## config.mk

```make
export PLATFORM = sky130hd
export DESIGN_NAME = eth_fcs_inserter
export DESIGN_NICKNAME = d
export VERILOG_FILES = /design/src/rtl/eth_fcs_inserter.sv
export SDC_FILE = /design/constraint.sdc
export NUM_CORES = 1
export LEC_CHECK = 0
export BUFFER_PORTS_ARGS = -buffer_cell sky130_fd_sc_hd__clkbuf_2
export CAP_MARGIN = 30
export CELL_PAD_IN_SITES_DETAIL_PLACEMENT = 0
export CELL_PAD_IN_SITES_GLOBAL_PLACEMENT = 2
export CORE_UTILIZATION = 38
export DETAILED_ROUTE_END_ITERATION = 10
export GPL_TIMING_DRIVEN = 0
export PLACE_DENSITY = 0.92
export REMOVE_ABC_BUFFERS = 1
export SKIP_CTS_REPAIR_TIMING = 1
export SLEW_MARGIN = 20
export SYNTH_ARGS = -nofsm -noshare
export SYNTH_HDL_FRONTEND = slang
export SYNTH_SLANG_ARGS = --single-unit
```

## constraint.sdc

```tcl
create_clock -name clk -period 3 [get_ports clk]
set_input_delay 0.45 -clock clk [delete_from_list [all_inputs] [get_ports clk]]
set_output_delay 0.45 -clock clk [all_outputs]
set_load 0.03 [all_outputs]
```

## src/rtl/eth_fcs_inserter.sv

```systemverilog
`default_nettype none
// ============================================================================
//  Module   : eth_fcs_inserter
//  Purpose  : Transmit-path Ethernet stage. Forwards an unpadded frame
//             (DA through payload) byte by byte with zero latency. Pads short
//             frames with PAD_BYTE up to MIN_FRAME bytes, then appends the
//             4-byte IEEE 802.3 FCS, least-significant byte first.
//  Ports    : clk             - single rising-edge clock
//             sreset          - synchronous, active-high reset
//             axis_i_tready   - input ready (o)
//             axis_i_tvalid   - input valid (i)
//             axis_i_tlast    - last byte of the unpadded frame (i)
//             axis_i_tdata    - input frame byte (i)
//             axis_o_tready   - output ready (i)
//             axis_o_tvalid   - output valid (o)
//             axis_o_tlast    - asserted only on the final FCS byte (o)
//             axis_o_tdata    - output byte (o)
//  Revision : 1.0 - initial release
// ============================================================================
module eth_fcs_inserter #(
    parameter int         MIN_FRAME = 60,     // 0..255 bytes before the FCS
    parameter logic [7:0] PAD_BYTE  = 8'h00
) (
    input  logic       clk,
    input  logic       sreset,
    output logic       axis_i_tready,
    input  logic       axis_i_tvalid,
    input  logic       axis_i_tlast,
    input  logic [7:0] axis_i_tdata,
    input  logic       axis_o_tready,
    output logic       axis_o_tvalid,
    output logic       axis_o_tlast,
    output logic [7:0] axis_o_tdata
);

    // ------------------------------------------------------------------------
    // Constants
    // ------------------------------------------------------------------------
    // Nine bits so that "count + 1" never wraps when compared to the minimum.
    localparam logic [8:0]  c_min_frame = 9'(MIN_FRAME);
    // Reflected form of polynomial 0x04C11DB7.
    localparam logic [31:0] c_poly_rev  = 32'hEDB8_8320;
    localparam logic [31:0] c_crc_init  = 32'hFFFF_FFFF;

    typedef enum logic [1:0] {
        ST_DATA = 2'd0,
        ST_PAD  = 2'd1,
        ST_FCS  = 2'd2
    } state_t;

    // ------------------------------------------------------------------------
    // State
    // ------------------------------------------------------------------------
    state_t      state_q, state_d;
    logic [7:0]  cnt_q,   cnt_d;     // bytes sent so far, saturates at MIN_FRAME
    logic [1:0]  k_q,     k_d;       // FCS byte index
    logic [31:0] crc_q,   crc_d;     // reflected CRC register

    logic        w_xfer;
    logic [8:0]  w_cnt_inc;
    logic [31:0] w_fcs;

    // ------------------------------------------------------------------------
    // One byte of reflected CRC-32. Each data bit enters LSB first and is
    // folded into the feedback term of a right-shifting LFSR, which is the
    // same as XOR-ing the whole byte into the low bits up front.
    // ------------------------------------------------------------------------
    function automatic logic [31:0] crc_byte(input logic [31:0] crc_in,
                                             input logic [7:0]  data_in);
        logic [31:0] c;
        logic [7:0]  d;
        c = crc_in;
        d = data_in;
        for (int i = 0; i < 8; i++) begin
            if (c[0] ^ d[0]) begin
                c = {1'b0, c[31:1]} ^ c_poly_rev;
            end else begin
                c = {1'b0, c[31:1]};
            end
            d = {1'b0, d[7:1]};
        end
        return c;
    endfunction

    assign w_fcs     = ~crc_q;
    assign w_cnt_inc = {1'b0, cnt_q} + 9'd1;

    // ------------------------------------------------------------------------
    // Output stage. DATA is a pure combinational pass-through; PAD and FCS
    // drive constant or registered values so they stay stable under stall.
    // Reset gates the handshake outputs so nothing leaks while it is held.
    // ------------------------------------------------------------------------
    always_comb begin
        axis_i_tready = 1'b0;
        axis_o_tvalid = 1'b0;
        axis_o_tlast  = 1'b0;
        axis_o_tdata  = 8'h00;
        case (state_q)
            ST_DATA: begin
                axis_o_tvalid = axis_i_tvalid;
                axis_o_tdata  = axis_i_tdata;
                axis_i_tready = axis_o_tready;
            end
            ST_PAD: begin
                axis_o_tvalid = 1'b1;
                axis_o_tdata  = PAD_BYTE;
            end
            ST_FCS: begin
                axis_o_tvalid = 1'b1;
                axis_o_tlast  = (k_q == 2'd3);
                case (k_q)
                    2'd0:    axis_o_tdata = w_fcs[7:0];
                    2'd1:    axis_o_tdata = w_fcs[15:8];
                    2'd2:    axis_o_tdata = w_fcs[23:16];
                    default: axis_o_tdata = w_fcs[31:24];
                endcase
            end
            default: begin
                axis_o_tdata = 8'h00;
            end
        endcase
        if (sreset) begin
            axis_i_tready = 1'b0;
            axis_o_tvalid = 1'b0;
            axis_o_tlast  = 1'b0;
        end
    end

    // In DATA an output transfer is also an input transfer because ready and
    // valid are passed straight through.
    assign w_xfer = axis_o_tvalid & axis_o_tready;

    // ------------------------------------------------------------------------
    // Next-state logic. Everything holds unless a beat transfers.
    // ------------------------------------------------------------------------
    always_comb begin
        state_d = state_q;
        cnt_d   = cnt_q;
        k_d     = k_q;
        crc_d   = crc_q;
        case (state_q)
            ST_DATA: begin
                if (w_xfer) begin
                    crc_d = crc_byte(crc_q, axis_i_tdata);
                    // Saturate so long frames never wrap back into padding.
                    if ({1'b0, cnt_q} < c_min_frame) begin
                        cnt_d = w_cnt_inc[7:0];
                    end
                    if (axis_i_tlast) begin
                        // Once saturated, w_cnt_inc exceeds the minimum, so
                        // long frames fall through to FCS.
                        if (w_cnt_inc < c_min_frame) begin
                            state_d = ST_PAD;
                        end else begin
                            state_d = ST_FCS;
                        end
                    end
                end
            end
            ST_PAD: begin
                if (w_xfer) begin
                    crc_d = crc_byte(crc_q, PAD_BYTE);
                    cnt_d = w_cnt_inc[7:0];
                    if (w_cnt_inc == c_min_frame) begin
                        state_d = ST_FCS;
                    end
                end
            end
            ST_FCS: begin
                // CRC is frozen here so all four FCS bytes come from one value.
                if (w_xfer) begin
                    k_d = k_q + 2'd1;
                    if (k_q == 2'd3) begin
                        state_d = ST_DATA;
                        cnt_d   = 8'd0;
                        crc_d   = c_crc_init;
                    end
                end
            end
            default: begin
                state_d = ST_DATA;
                cnt_d   = 8'd0;
                k_d     = 2'd0;
                crc_d   = c_crc_init;
            end
        endcase
    end

    // ------------------------------------------------------------------------
    // Registers
    // ------------------------------------------------------------------------
    always_ff @(posedge clk) begin
        if (sreset) begin
            state_q <= ST_DATA;
            cnt_q   <= 8'd0;
            k_q     <= 2'd0;
            crc_q   <= c_crc_init;
        end else begin
            state_q <= state_d;
            cnt_q   <= cnt_d;
            k_q     <= k_d;
            crc_q   <= crc_d;
        end
    end

endmodule
`default_nettype wire
```

==> impl_results.md <==
- Worst slack, placed: -0.750 ns
- CP dominant cell by count: inv_1
- Largest net degree at the start of global routing: 33
- Top Family by Delay on Critical Path: buffers and inverters
- Worst path required time: 3.19 ns
- CTS Root Cell: clkbuf_8
- CTS clk-pin slew, worst paths: 0.09 ns
- DRC Markers: 0
- Min Tclk post-route: 2.87 ns
- Total Routing Usage GR: 0.223
- Most used DFF post-synth: dfxtp_1
- Initial Util: 0.392
- Ys Warns: 0
- Startpoint types: flip-flop
- Worst min path class: flip-flop to flip-flop
- Kind of critical path: flip-flop to flip-flop
- Final setup margin: 0.132 ns
- Clk Latency, worst-skew pair: 0.31 ns
- Die width: 105 um
- Status: complete, no violations
- Final hold viol count: 0
- Core ar.: approximately 10000 um^2
- Post-route antenna net violation count: 0
- Layout area overhead: 8.77%
- Clock sink total: between 40 and 50
- Share of post-route cells with drive strength above 1: 0.126
- Drt pass-1 iters: 4
- Max-slew violations: 0
- Die Span Y: approximately 100 um
- IO Pins: 24
- I/O Buffers: 23
- Placer Congestion: 0.906
- Critical Path AT: 3.06 ns
- Cell taking the most area after synthesis: dfxtp_1
- Slew margin rel.: 0.456
- Synth top area share: 0.219
- Register bit total from synthesis: 44
- Num CTS Buffers: 5
- Critical Path, Cell by Cell: inv_1 -> ha_4 -> inv_1 -> nand2_1 -> o2111ai_2 -> buf_6 -> a221oi_1 -> nor2_1
- Starting DRT DRC Count: between 150 and 200
- Worst path bufs/invs: 3
- WL/cell: 19.0 um
- Total number of vias: about 3600
- Initial antenna violation count: 0
- Crit path largest cell delay: approximately 0.45 ns
- Register area share after synthesis: 0.219
- Synth unique cells: 60
- Maximum clock path buffer count: 2
- Fin crit share: 0.956
- Count leader, synth: xnor2_1
- Clk_skew: ~0.0084 ns
- Synth top area cells: dfxtp_1 22%, xnor2_1 18%, xor2_1 5.7%, nor2_1 4.2%, nand2_1 4.1%
- Crit path max-delay cell type: ha_4
- FMAX: around 350 MHz
- Final Setup Violations: 0
- Final nets: approximately 510
- Post-DR vias/cell: 5.65
- Number of global-route vias before repair: approximately 3500
- Unrepaired setup endpoints after global routing: no
- Synth Instances: around 500
- Die area: ~11000 um^2
- CTS tree: built
- Final HPWL DP: 8260 um
- Max-cap violation count: 0
- Rows: 37
- Gr ovfl total: 0
- Post-synth EDFFs: 0
- Routed WL: approximately 12000 um
- Post-synth design cell area: about 4000 um^2
- Wire length of the first global-routing pass: between 15000 and 20000 um
- H-tree levels: 2
- Element type at the critical path end: flip-flop
- Mapped Avg Cell Area: 8.18 um^2
- Commonest cells post-synth: 83 x xnor2_1, 45 x nor2_1, 44 x dfxtp_1, 44 x nand2_1, 32 x a21oi_1
- Crit-path max FO: 32
- Worst Tran Pin Value: ~0.82 ns
- Post-synth ARST share: 0
- Antenna cells: 0
routing by layer:
metal / up-vias / wire (um) / share of wire / track usage
li1: 1714 / - / - / -
met1: 1728 / 5200 / 0.44 / 0.295
met2: 97 / 5840 / 0.49 / 0.377
met3: 16 / 695 / 0.058 / 0.0293
met4: 0 / 213 / 0.018 / 0.0664
met5: - / 0 / 0 / 0
worst paths after layout:
| check | cells past startpoint | slack (ns) | from | end |
|---|---|---|---|---|
| max | 8 | 0.13 | state_q[1] | crc_q[26] |
| min | 2 | 0.50 | k_q[1] | k_q[1] |
| min reg2reg | 2 | 0.50 | k_q[1] | k_q[1] |
| max reg2reg | 8 | 0.13 | state_q[1] | crc_q[26] |
cells by family (layout without fill, tap and decap cells):
family | count (synthesis) | count (layout) | share of synthesized area
buf+inv | 55 | 56 | 0.0646
fa+ha+maj | 9 | 9 | 0.0280
flops | 44 | 44 | 0.219
simple gates | 130 | 130 | 0.146
compound gates | 128 | 128 | 0.219
xor+xnor | 123 | 123 | 0.315
mux | 3 | 3 | 0.00746
worst register-to-register path, delay by kind of cell (launching register included):
family / cells / cell delay, ns
fa+ha+maj: 1 / 0.45
buf+inv: 3 / 0.85
flops: 1 / 0.35
compound gates: 2 / 0.67
simple gates: 2 / 0.43
state kept, by name, summed over array words and instances (netlist names):
signal,flops
cnt_q,8
state_q,2
crc_q,32
k_q,2
cell type report:
cell class	count	area, um^2
flip-flops and latches	44	881
inverters	19	75.1
repair buffers	29	188
multi-input cells	393	2940
well taps	136	170
clock inverters	1	30.0
fillers	1078	5900
clock buffers	7	96.3
stage by stage:
step	std cells	setup TNS (ns)	hold slack (ns)	utilization	instance area, um^2
2_1_floorplan	456	-2.42	0.456	-	3840
3_3_place_gp	615	-70.80	0.478	0.401	4120
3_5_place_dp	619	-9.81	0.490	0.408	4200
4_1_cts	627	-10.19	0.503	0.421	4320
5_1_grt	629	0	0.534	0.426	4380
6_report	629	0	0.498	0.426	4380
layout by cell type, fill, tap and decap left out, drive strengths merged, types with 6 or more instances in the layout:
cell / instances
o311ai: 10
a221oi: 12
nand3: 8
xnor2: 92
nand2: 44
nor2: 45
o21ai: 23
a21oi: 32
nor2b: 9
inv: 18
clkbuf: 30
xor2: 30
ha: 9
o22ai: 8
buf: 6
dfxtp: 44
Power is left out: the tool's default activity adds up to more than one toggle a clock period on the data nets, which glitch-free logic cannot reach.
